--- src/rtl/mem_io_bridge_pkg.sv ---
// mem_io_bridge_pkg: shared constants for the memory/I-O bridge.
//   - I/O register offsets within the I/O bank
//   - STATUS register bit positions
//   - default I/O bank number
//   - bank decode helper
package mem_io_bridge_pkg;

    localparam logic [7:0]  IO_BANK_DEFAULT = 8'hFF;

    localparam logic [15:0] OFF_GPIO_OUT = 16'h0000;
    localparam logic [15:0] OFF_GPIO_IN  = 16'h0001;
    localparam logic [15:0] OFF_TX_DATA  = 16'h0002;
    localparam logic [15:0] OFF_STATUS   = 16'h0003;
    localparam logic [15:0] OFF_TIMER_LO = 16'h0004;
    localparam logic [15:0] OFF_TIMER_HI = 16'h0005;

    localparam int unsigned ST_FULL      = 0;
    localparam int unsigned ST_EMPTY     = 1;
    localparam int unsigned ST_COUNT_LSB = 2;
    localparam int unsigned ST_COUNT_MSB = 6;
    localparam int unsigned ST_OVERFLOW  = 7;
    localparam int unsigned ST_COUNT_W   = ST_COUNT_MSB - ST_COUNT_LSB + 1;

    typedef enum logic [1:0] {
        BANK_RAM,
        BANK_IO,
        BANK_NONE
    } bank_e;

    // Bank 0 is always RAM, even if the I/O bank is configured as 0.
    function automatic bank_e decode_bank(input logic [7:0] bank, input logic [7:0] io_bank);
        if (bank == 8'h00) begin
            return BANK_RAM;
        end
        if (bank == io_bank) begin
            return BANK_IO;
        end
        return BANK_NONE;
    endfunction

endpackage

--- src/rtl/mem_io_bridge_if.sv ---
// mem_io_bridge_if: bus bundle between the core, the RAM and the TX consumer.
//   core_addr/core_wdata/core_we/core_rdata : core access port
//   ram_addr/ram_wdata/ram_we/ram_rdata     : RAM pass-through port
//   tx_data/tx_valid/tx_ready               : TX byte stream
// The slave modport is the bridge view; the master modport is the
// environment (core, RAM and consumer together).
interface mem_io_bridge_if;

    logic [23:0] core_addr;
    logic [15:0] core_wdata;
    logic        core_we;
    logic [15:0] core_rdata;

    logic [15:0] ram_addr;
    logic [15:0] ram_wdata;
    logic        ram_we;
    logic [15:0] ram_rdata;

    logic [7:0]  tx_data;
    logic        tx_valid;
    logic        tx_ready;

    modport master (
        output core_addr, core_wdata, core_we, ram_rdata, tx_ready,
        input  core_rdata, ram_addr, ram_wdata, ram_we, tx_data, tx_valid
    );

    modport slave (
        input  core_addr, core_wdata, core_we, ram_rdata, tx_ready,
        output core_rdata, ram_addr, ram_wdata, ram_we, tx_data, tx_valid
    );

endinterface

--- src/rtl/mem_io_bridge_tx_fifo.sv ---
// tx_fifo: byte FIFO for the TX stream, no fall-through.
//   clk, reset : clock, asynchronous active-high reset
//   push, din  : push request and byte; dropped when full unless popping
//   pop, dout  : pop request (ignored when empty) and head byte
//   full, empty, count : occupancy, count spans 0..DEPTH
module tx_fifo #(
    parameter int unsigned DEPTH = 8,
    localparam int unsigned AW = (DEPTH > 1) ? $clog2(DEPTH) : 1,
    localparam int unsigned CW = $clog2(DEPTH + 1)
) (
    input  logic          clk,
    input  logic          reset,
    input  logic          push,
    input  logic [7:0]    din,
    input  logic          pop,
    output logic [7:0]    dout,
    output logic          full,
    output logic          empty,
    output logic [CW-1:0] count
);

    logic [AW-1:0] wptr;
    logic [AW-1:0] rptr;
    logic [7:0]    mem [DEPTH];
    logic          do_push;
    logic          do_pop;

    assign full    = (count == CW'(DEPTH));
    assign empty   = (count == '0);
    assign do_pop  = pop && !empty;
    // A push into a full FIFO is accepted only when a pop frees the slot this edge.
    assign do_push = push && (!full || do_pop);

    // Pointers are log2(DEPTH) wide, so wrap-around is the natural overflow.
    always_ff @(posedge clk or posedge reset) begin
        if (reset) begin
            wptr  <= '0;
            rptr  <= '0;
            count <= '0;
        end else begin
            if (do_push) begin
                wptr <= wptr + 1'b1;
            end
            if (do_pop) begin
                rptr <= rptr + 1'b1;
            end
            case ({do_push, do_pop})
                2'b10:   count <= count + 1'b1;
                2'b01:   count <= count - 1'b1;
                default: count <= count;
            endcase
        end
    end

    // Storage is not reset: stale entries are never visible while empty.
    always_ff @(posedge clk) begin
        if (do_push) begin
            mem[wptr] <= din;
        end
    end

    assign dout = mem[rptr];

endmodule

--- src/rtl/mem_io_bridge.sv ---
// mem_io_bridge: decodes a 24-bit core bus into RAM pass-through (bank 0),
// an I/O register block (bank IO_BANK) and an unmapped region.
//   clk, reset : clock, asynchronous active-high reset
//   bus        : core, RAM and TX stream signals (slave view)
//   gpio_out   : GPIO output register
//   gpio_in    : GPIO input pins, double-flop synchronised
// I/O registers: GPIO_OUT, GPIO_IN, TX_DATA (push to tx_fifo), STATUS
// (FIFO state + sticky overflow, W1C), TIMER_LO (live) / TIMER_HI (snapshot).
module mem_io_bridge
    import mem_io_bridge_pkg::*;
#(
    parameter int unsigned FIFO_DEPTH = 8,
    parameter logic [7:0]  IO_BANK    = IO_BANK_DEFAULT
) (
    input  logic             clk,
    input  logic             reset,
    mem_io_bridge_if.slave   bus,
    output logic [15:0]      gpio_out,
    input  logic [15:0]      gpio_in
);

    localparam int unsigned CNT_W = $clog2(FIFO_DEPTH + 1);

    bank_e              bank_sel;
    logic [15:0]        offset;
    logic               io_we;
    logic               io_rd;

    logic [31:0]        timer;
    logic [15:0]        snapshot;
    logic               overflow;
    logic [15:0]        gpio_s1;
    logic [15:0]        gpio_s2;

    logic               fifo_push;
    logic               fifo_pop;
    logic               fifo_full;
    logic               fifo_empty;
    logic [CNT_W-1:0]   fifo_count;
    logic [7:0]         fifo_dout;

    logic               ovf_set;
    logic               ovf_clr;
    logic               snap_capture;
    logic [15:0]        status;

    assign bank_sel = decode_bank(bus.core_addr[23:16], IO_BANK);
    assign offset   = bus.core_addr[15:0];
    assign io_we    = (bank_sel == BANK_IO) && bus.core_we;
    assign io_rd    = (bank_sel == BANK_IO) && !bus.core_we;

    // RAM side is a straight pass-through, independent of reset.
    assign bus.ram_addr  = bus.core_addr[15:0];
    assign bus.ram_wdata = bus.core_wdata;
    assign bus.ram_we    = bus.core_we && (bank_sel == BANK_RAM);

    assign fifo_push    = io_we && (offset == OFF_TX_DATA);
    assign fifo_pop     = !fifo_empty && bus.tx_ready;
    assign ovf_set      = fifo_push && fifo_full && !fifo_pop;
    assign ovf_clr      = io_we && (offset == OFF_STATUS) && bus.core_wdata[ST_OVERFLOW];
    assign snap_capture = io_rd && (offset == OFF_TIMER_LO);

    tx_fifo #(
        .DEPTH (FIFO_DEPTH)
    ) u_tx_fifo (
        .clk   (clk),
        .reset (reset),
        .push  (fifo_push),
        .din   (bus.core_wdata[7:0]),
        .pop   (fifo_pop),
        .dout  (fifo_dout),
        .full  (fifo_full),
        .empty (fifo_empty),
        .count (fifo_count)
    );

    assign bus.tx_data  = fifo_dout;
    assign bus.tx_valid = !fifo_empty;

    always_ff @(posedge clk or posedge reset) begin
        if (reset) begin
            gpio_out <= '0;
            timer    <= '0;
            snapshot <= '0;
            overflow <= 1'b0;
            gpio_s1  <= '0;
            gpio_s2  <= '0;
        end else begin
            timer   <= timer + 32'd1;
            gpio_s1 <= gpio_in;
            gpio_s2 <= gpio_s1;
            if (io_we && (offset == OFF_GPIO_OUT)) begin
                gpio_out <= bus.core_wdata;
            end
            // Reading TIMER_LO freezes the upper half so a following TIMER_HI
            // read is coherent with the low half just returned.
            if (snap_capture) begin
                snapshot <= timer[31:16];
            end
            // Set takes priority over a simultaneous W1C.
            if (ovf_set) begin
                overflow <= 1'b1;
            end else if (ovf_clr) begin
                overflow <= 1'b0;
            end
        end
    end

    always_comb begin
        status                            = '0;
        status[ST_FULL]                   = fifo_full;
        status[ST_EMPTY]                  = fifo_empty;
        status[ST_COUNT_MSB:ST_COUNT_LSB] = ST_COUNT_W'(fifo_count);
        status[ST_OVERFLOW]               = overflow;
    end

    always_comb begin
        bus.core_rdata = '0;
        case (bank_sel)
            BANK_RAM: bus.core_rdata = bus.ram_rdata;
            BANK_IO: begin
                case (offset)
                    OFF_GPIO_OUT: bus.core_rdata = gpio_out;
                    OFF_GPIO_IN:  bus.core_rdata = gpio_s2;
                    OFF_STATUS:   bus.core_rdata = status;
                    OFF_TIMER_LO: bus.core_rdata = timer[15:0];
                    OFF_TIMER_HI: bus.core_rdata = snapshot;
                    default:      bus.core_rdata = '0;
                endcase
            end
            default: bus.core_rdata = '0;
        endcase
    end

endmodule

--- src/flat_wrapper.sv ---
// flat-port wrapper written by rule: the top's interface ports become plain ports
module mem_io_bridge_flat import mem_io_bridge_pkg::*;
#(
    parameter int unsigned FIFO_DEPTH = 8,
    parameter logic [7:0]  IO_BANK    = IO_BANK_DEFAULT
)
  (clk, reset, gpio_out, gpio_in, bus_core_addr, bus_core_wdata, bus_core_we, bus_ram_rdata, bus_tx_ready, bus_core_rdata, bus_ram_addr, bus_ram_wdata, bus_ram_we, bus_tx_data, bus_tx_valid);
  mem_io_bridge_if bus_i ();
  input  logic clk;
  input  logic reset;
  output logic [15:0] gpio_out;
  input  logic [15:0] gpio_in;
  input wire logic [$bits(bus_i.core_addr)-1:0] bus_core_addr;
  input wire logic [$bits(bus_i.core_wdata)-1:0] bus_core_wdata;
  input wire logic [$bits(bus_i.core_we)-1:0] bus_core_we;
  input wire logic [$bits(bus_i.ram_rdata)-1:0] bus_ram_rdata;
  input wire logic [$bits(bus_i.tx_ready)-1:0] bus_tx_ready;
  output wire logic [$bits(bus_i.core_rdata)-1:0] bus_core_rdata;
  output wire logic [$bits(bus_i.ram_addr)-1:0] bus_ram_addr;
  output wire logic [$bits(bus_i.ram_wdata)-1:0] bus_ram_wdata;
  output wire logic [$bits(bus_i.ram_we)-1:0] bus_ram_we;
  output wire logic [$bits(bus_i.tx_data)-1:0] bus_tx_data;
  output wire logic [$bits(bus_i.tx_valid)-1:0] bus_tx_valid;
  assign bus_i.core_addr = bus_core_addr;
  assign bus_i.core_wdata = bus_core_wdata;
  assign bus_i.core_we = bus_core_we;
  assign bus_i.ram_rdata = bus_ram_rdata;
  assign bus_i.tx_ready = bus_tx_ready;
  assign bus_core_rdata = bus_i.core_rdata;
  assign bus_ram_addr = bus_i.ram_addr;
  assign bus_ram_wdata = bus_i.ram_wdata;
  assign bus_ram_we = bus_i.ram_we;
  assign bus_tx_data = bus_i.tx_data;
  assign bus_tx_valid = bus_i.tx_valid;
  mem_io_bridge #(.FIFO_DEPTH(FIFO_DEPTH), .IO_BANK(IO_BANK)) u_core (.clk(clk), .reset(reset), .bus(bus_i), .gpio_out(gpio_out), .gpio_in(gpio_in));
endmodule
--- config.mk ---
export PLATFORM = sky130hd
export DESIGN_NAME = mem_io_bridge_flat
export DESIGN_NICKNAME = d
export VERILOG_FILES = /design/src/rtl/mem_io_bridge_pkg.sv /design/src/rtl/mem_io_bridge_if.sv /design/src/rtl/mem_io_bridge_tx_fifo.sv /design/src/rtl/mem_io_bridge.sv /design/src/flat_wrapper.sv
export SDC_FILE = /design/constraint.sdc
export NUM_CORES = 1
export LEC_CHECK = 0
export CAP_MARGIN = 5
export CORE_UTILIZATION = 47
export DETAILED_ROUTE_END_ITERATION = 10
export GPL_TIMING_DRIVEN = 0
export PLACE_DENSITY = 0.82
export RECOVER_POWER = 25
export SETUP_SLACK_MARGIN = 0.02
export SLEW_MARGIN = 20
export SYNTH_ARGS = -nofsm -noshare
export SYNTH_HDL_FRONTEND = slang
export SYNTH_SLANG_ARGS = --single-unit
--- constraint.sdc ---
create_clock -name clk -period 3 [get_ports clk]
set_input_delay 0.3 -clock clk [delete_from_list [all_inputs] [get_ports clk]]
set_output_delay 0.3 -clock clk [all_outputs]
set_load 0.02 [all_outputs]
==> results of run 1 <==
-- worst reg2reg max path: cells and delay by family (launching register included) --
| kind | cells | cell delay (ns) |
|---|---|---|
| and+or+nand+nor | 4 | 1.05 |
| AOI/OAI and AO/OA | 3 | 0.43 |
| DFF | 1 | 0.43 |
| adders and majority gates | 1 | 0.33 |
| xor gates and xnor gates | 1 | 0.16 |
| buffers and inverters | 1 | 0.12 |
-- layout make-up --
cell class	count	area (um^2)	share of cell area
plain buffers	49	372	0.0370
clock buffers	20	479	0.0477
clock inverters	12	100	0.00997
inverters	10	38.8	0.00386
multi-input cells	265	2580	0.257
flip-flops and latches	171	4600	0.458
well taps	211	264	0.0263
repair buffers	157	1600	0.160
-- state kept, by name, indices dropped and copies added (netlist names), 3 cells and up --
| name | count |
|---|---|
| u_core.gpio_out | 16 |
| u_core.gpio_s1 | 16 |
| u_core.gpio_s2 | 16 |
| u_core.snapshot | 16 |
| u_core.timer | 32 |
| u_core.u_tx_fifo.count | 4 |
| u_core.u_tx_fifo.mem | 64 |
| u_core.u_tx_fifo.rptr | 3 |
| u_core.u_tx_fifo.wptr | 3 |
-- cell families (layout without fill, tap and decap cells) --
kind of cell	Yosys count	count (layout)	synth area share
buffers and inverters	59	248	0.0490
adder cells (fa/ha/maj)	6	6	0.0110
flip-flops	171	171	0.613
AO/OA/AOI/OAI	33	33	0.0334
AND/OR/NAND/NOR	107	107	0.0837
multiplexers	83	83	0.168
XOR/XNOR	36	36	0.0420
-- placed cells by master (no fill, tap or decap), drive strengths merged, types with 6 or more instances in the layout --
cell type and count:
a22o 15, and4 6, buf 52, clkbuf 27
clkdlybuf4s50 117, dfrtp 107, dlygate4sd3 24, edfxtp 64
inv 16, mux2 43, mux2i 13, mux4 27
nand2 21, nand2b 6, nand3 10, nand4 13
nor2 21, nor3 6, o22ai 6, xnor2 25
xor2 11
-- metal layers --
layer,wire [um],up-vias,GRT usage
met2,9800,171,0.419
met1,7270,2495,0.287
li1,-,2175,-
met3,868,47,0.0603
met5,0,-,0
met4,423,0,0.0872
-- worst max-delay path by stage --
stage,start,to,slack (ns),depth (start not counted)
4_1_cts,bus_core_addr[0],bus_core_rdata[5],0.007,8
5_1_grt,bus_core_addr[20],u_core.u_tx_fifo.mem[1][3]$_DFFE_PP_,-0.19,6
3_3_place_gp,bus_core_addr[0],bus_core_rdata[5],-0.74,8
6_report,bus_core_addr[22],u_core.u_tx_fifo.mem[5][1]$_DFFE_PP_,-0.06,6
3_5_place_dp,bus_core_addr[0],bus_core_rdata[5],-0.80,8
2_1_floorplan,u_core.u_tx_fifo.count[2]$_DFFE_PP0P_,u_core.u_tx_fifo.count[3]$_DFFE_PP0P_,0.51,10
-- power groups by stage --
| stage | Combinational, W | Sequential [W] | Clock (W) |
|---|---|---|---|
| 3_5_place_dp | 0.00134 | 0.00259 | 0 |
| 5_1_grt | 0.00147 | 0.00255 | 0.00227 |
| 6_report | 0.00137 | 0.00255 | 0.00214 |
| 3_3_place_gp | 0.00129 | 0.00259 | 0 |
| 2_1_floorplan | 0.000840 | 0.00258 | 0 |
| 4_1_cts | 0.00138 | 0.00255 | 0.00216 |
-- metrics by stage --
stage / util / total power (W) / setup WS, ns / std cells / hold slack, ns
after floorplan: - / 0.00342 / 0.514 / 495 / 0.331
after global placement: 0.602 / 0.00388 / -0.740 / 854 / 0.332
after detailed placement: 0.607 / 0.00393 / -0.801 / 857 / 0.335
after CTS: 0.649 / 0.00608 / 0.00653 / 891 / 0.290
after global routing: 0.653 / 0.00629 / -0.191 / 895 / 0.354
final: 0.653 / 0.00606 / -0.0599 / 895 / 0.347
-- repair_timing --
| action | 4_1_cts | 5_1_grt |
|---|---|---|
| buffers inserted | 2 | 4 |
| resized for setup | 22 | 19 |
| gates cloned | 0 | 0 |
| pin swaps | 2 | 3 |
| endpoints found under the setup margin | 34 | 76 |
==> results.toml, run 1 <==
[routing]
routed_wl_um = 18400
drcViolationCount = 0
routed-via-count = 4888
wl_per_cell_um = 20.5
antenna_left = 0
first_pass_iters = 5
drt_iter0_markers = 365
viasPerCell = 5.46

[floorplan]
dieArea_um2 = 16500
die_w_um = 128
io_pins = 150
die-height_um = 128
core_area_um2 = 15400
rows = 45
initial_utilization = 0.488

[clock_tree]
clock-root-buffer = "clkbuf_16"
cts_buffers = 17
clock_path_buffers = 2
clock_sinks = 171
ctsHoldBuffers = 0
path_clk_slew_ns = 0.06
cts_tree = "yes"
insertion_delay_ns = 0.44
h-tree-depth = 4

[final_layout]
drive_gt1_frac = 0.238
area_growth_pct = 33.8
nNetsFinal = 753
n_fill_cell = 1053
fin_area_um2 = 10000
antenna_cells = 0

[global_route]
grt.total_usage = 0.240
grt_pass1_vias = 5330
grt_start_max_net_pins = 36
antenna_found_initial = 0
grt_pass1_wl_um = 29000
grt_overflow = 0

[critical_path]
r2r-end = "u_core.u_tx_fifo.count[3]$_DFFE_PP0P_"
worst-path-buf-inv = 1
cp.required_ns = 3.06
cp_max_fo = 8
slowest_delay_ns = 0.70
worst-setup-path-type = "in -> reg"
reg2reg_depth = 10
cp.arrival_ns = 3.12
worstReg2RegStart = "u_core.u_tx_fifo.count[2]$_DFFE_PP0P_"
crit_path_cell_trace = "clkdlybuf4s50_1 > nand4_1 > nor4_1 > nand4b_1 > or2_2 > nor2_1"
crit_family = "simple AND/OR/NAND/NOR gates"
cp-end-kind = "flip-flop"
reg2reg_slack_ns = 0.36
cp_slowest_cell = "nor2_1"
cp-start-kind = "input pin"

[synth]
synth_cell_types = 46
ys_ff_latch = 171
async_reset_ff_frac = 0.626
seq_area_frac_synth = 0.613
synthCells = 495
synth_top_area_share = 0.357
ys_top_cells_by_count = "dfrtp_1 (107), edfxtp_1 (64), buf_4 (33)"
synth-edff-count = 64
avgSynthCellArea_um2 = 15.2
ys.flop_type = "dfrtp_1"
synth_area_leaders = "dfrtp_1 (36%), edfxtp_1 (26%), mux4_2 (8.1%)"
syn_nets = 577
syn_area_um2 = 7500
synthesis.yosys.warnings = 0
yosysTopAreaCell = "dfrtp_1"
yosysMostFrequentCell = "dfrtp_1"

[power_and_ir_drop]
power_switching_w = 0.00165
switching_share = 0.272
clkPwrFrac = 0.353
powerDensity_nw_per_um2 = 603
power.leakage_nw = 4.14
seq_power_share = 0.421
power_frac_comb = 0.226
vdd_drop_max_uv = 438
p_int_w = 0.00441

[placed_design]
port_buffers = 148
dp_hpwl_um = 12900
postPlaceCellArea_um2 = 9340
gp_congestion = 0.818

[timing]
fin_tns_setup_ns = -0.710
period_share = 1.02
slew_viol_final = 29
setup_ws_ns = -0.0599
setup_violations = 16
rsz0062_at_grt = "true"
slew_headroom = -0.0152
hold_viol_final = 0
tightest_slew_ns = 1.51
fin_skew_ns = 0.0135
fin_crit_ns = 3.06
fmax_mhz = 327

[hold_path]
min_from = "u_core.gpio_s1[1]$_DFF_PP0_"
hold_depth = 0
min_to = "u_core.gpio_s2[1]$_DFF_PP0_"
worstHoldPathType = "reg -> reg"

[outcome]
outcome = "complete, but fails checks"
violations = "max-capacitance violations, max-slew violations, negative setup slack"

[job]
maxCapViolCount = 1
Power figures use the tool's default switching activity.
==> run 2, diff against run 1 <==
Settings changed: CTS_BUF_LIST set to sky130_fd_sc_hd__clkbuf_16.
==> results.toml, run 2 (synthesis results as in run 1) <==
[critical_path]
worstReg2RegStart = "u_core.u_tx_fifo.count[2]$_DFFE_PP0P_"
reg2reg_depth = 10
cp.required_ns = 3.06
cp.arrival_ns = 3.12
cp_max_fo = 8
worst-setup-path-type = "in -> reg"
reg2reg_slack_ns = 0.36
cp-start-kind = "input pin"
r2r-end = "u_core.u_tx_fifo.count[3]$_DFFE_PP0P_"
cp-end-kind = "flip-flop"

[placed_design]
gp_congestion = 0.818
dp_hpwl_um = 12900
port_buffers = 148
dp.cells = 857

[floorplan]
die-height_um = 128
initial_utilization = 0.488
io_pins = 150
rows = 45
core_area_um2 = 15400
dieArea_um2 = 16500
die_w_um = 128

[timing]
setup_violations = 16
slew_headroom = -0.0152
fin_skew_ns = 0.0135
fmax_mhz = 327
slew_viol_final = 29
tightest_slew_ns = 1.51
hold_viol_final = 0
whs_ns = 0.347
setup_ws_ns = -0.0593
rsz0062_at_grt = "true"
period_share = 1.02
fin_crit_ns = 3.06
fin_tns_setup_ns = -0.711

[global_route]
grt_pass1_vias = 5330
grt_start_max_net_pins = 36
antenna_found_initial = 0
grt_overflow = 0
grt_pass1_wl_um = 29000
grt.total_usage = 0.240

[hold_path]
min_from = "u_core.gpio_s1[1]$_DFF_PP0_"
hold_depth = 0
worstHoldPathType = "reg -> reg"
min_to = "u_core.gpio_s2[1]$_DFF_PP0_"

[clock_tree]
cts_buffers = 17
cts_tree = "yes"
clock_path_buffers = 2
ctsHoldBuffers = 0
h-tree-depth = 4
insertion_delay_ns = 0.44
clock_sinks = 171
path_clk_slew_ns = 0.06
clock-root-buffer = "clkbuf_16"

[power_and_ir_drop]
powerDensity_nw_per_um2 = 603
power_frac_comb = 0.226
seq_power_share = 0.421
vdd_drop_max_uv = 438
clkPwrFrac = 0.353
p_int_w = 0.00440
power_switching_w = 0.00165
power.leakage_nw = 4.15
switching_share = 0.272

[routing]
routed-via-count = 4887
wl_per_cell_um = 20.5
viasPerCell = 5.46
routed_wl_um = 18400
drcViolationCount = 0
antenna_left = 0
drt_iter0_markers = 364
first_pass_iters = 5

[job]
maxCapViolCount = 1

[outcome]
outcome = "complete, but fails checks"
violations = "max-capacitance violations, max-slew violations, negative setup slack"

[final_layout]
antenna_cells = 0
layout_common_cells = "clkdlybuf4s50_1 (117), dfrtp_1 (107), edfxtp_1 (64), buf_4 (42), mux4_2 (27)"
reg_top3 = "u_core.u_tx_fifo.mem x64, u_core.timer x32"
largest_register = "u_core.u_tx_fifo.mem"
largest_register_ffs = 64
final_core_utilization = 0.653
nNetsFinal = 753
mostFrequentLayoutCell = "clkdlybuf4s50_1"
final_cells = 895
area_growth_pct = 33.8
drive_gt1_frac = 0.238
run 2: cell count changes in the layout (fill, tap and decap cells not counted), sizes merged:
cell	previous run	this run
clkbuf	27	26
inv	16	17
run 2: worst max-delay path: stages:
cell and delay (ns):
clkdlybuf4s50_1 0.51, nand4_1 0.35, nor4_1 0.52, nand4b_1 0.32, or2_2 0.42, nor2_1 0.70
run 2: cell type report:
cell class                 instances  area, um^2
clock buffer                      19         475
inverter                          10        38.8
sequential                       171        4600
timing repair buffer             157        1600
clock inverter                    13         104
tap                              211         264
multi-input combinational        265        2580
fill                            1053        5330
buffer                            49         372
run 2: per-layer routing:
| metal | GRT usage | vias up | part of all wire |
|---|---|---|---|
| met5 | 0 | - | 0 |
| met4 | 0.0872 | 0 | 0.023 |
| met3 | 0.0603 | 47 | 0.046 |
| met2 | 0.419 | 169 | 0.53 |
| met1 | 0.287 | 2496 | 0.40 |
| li1 | - | 2175 | - |
run 2: metrics by stage:
step | setup WS (ns) | total power [W] | cell area [um^2]
6_report | -0.0593 | 0.00605 | 10000
3_5_place_dp | -0.801 | 0.00393 | 9340
2_1_floorplan | 0.514 | 0.00342 | 7510
3_3_place_gp | -0.740 | 0.00388 | 9250
5_1_grt | -0.191 | 0.00629 | 10000
4_1_cts | 0.00653 | 0.00608 | 9980
run 2: repair_timing:
item                       4_1_cts  5_1_grt
pin swaps                        2        3
setup endpoints to repair       34       76
hold endpoints to repair         0        0
setup buffers                    2        4
resized for setup               22       19
run 2: how the worst max path moves through the flow:
stage / to / slack, ns / start
global route: u_core.u_tx_fifo.mem[1][3]$_DFFE_PP_ / -0.19 / bus_core_addr[20]
global placement: bus_core_rdata[5] / -0.74 / bus_core_addr[0]
CTS: bus_core_rdata[5] / 0.007 / bus_core_addr[0]
detailed placement: bus_core_rdata[5] / -0.80 / bus_core_addr[0]
floorplan: u_core.u_tx_fifo.count[3]$_DFFE_PP0P_ / 0.51 / u_core.u_tx_fifo.count[2]$_DFFE_PP0P_
finish: u_core.u_tx_fifo.mem[5][1]$_DFFE_PP_ / -0.06 / bus_core_addr[22]
run 2: power by group through the flow:
stage	Sequential (W)	Combinational [W]	Clock, W
4_1_cts	0.00255	0.00138	0.00216
6_report	0.00255	0.00137	0.00213
2_1_floorplan	0.00258	0.000840	0
3_5_place_dp	0.00259	0.00134	0
5_1_grt	0.00255	0.00147	0.00226
3_3_place_gp	0.00259	0.00129	0
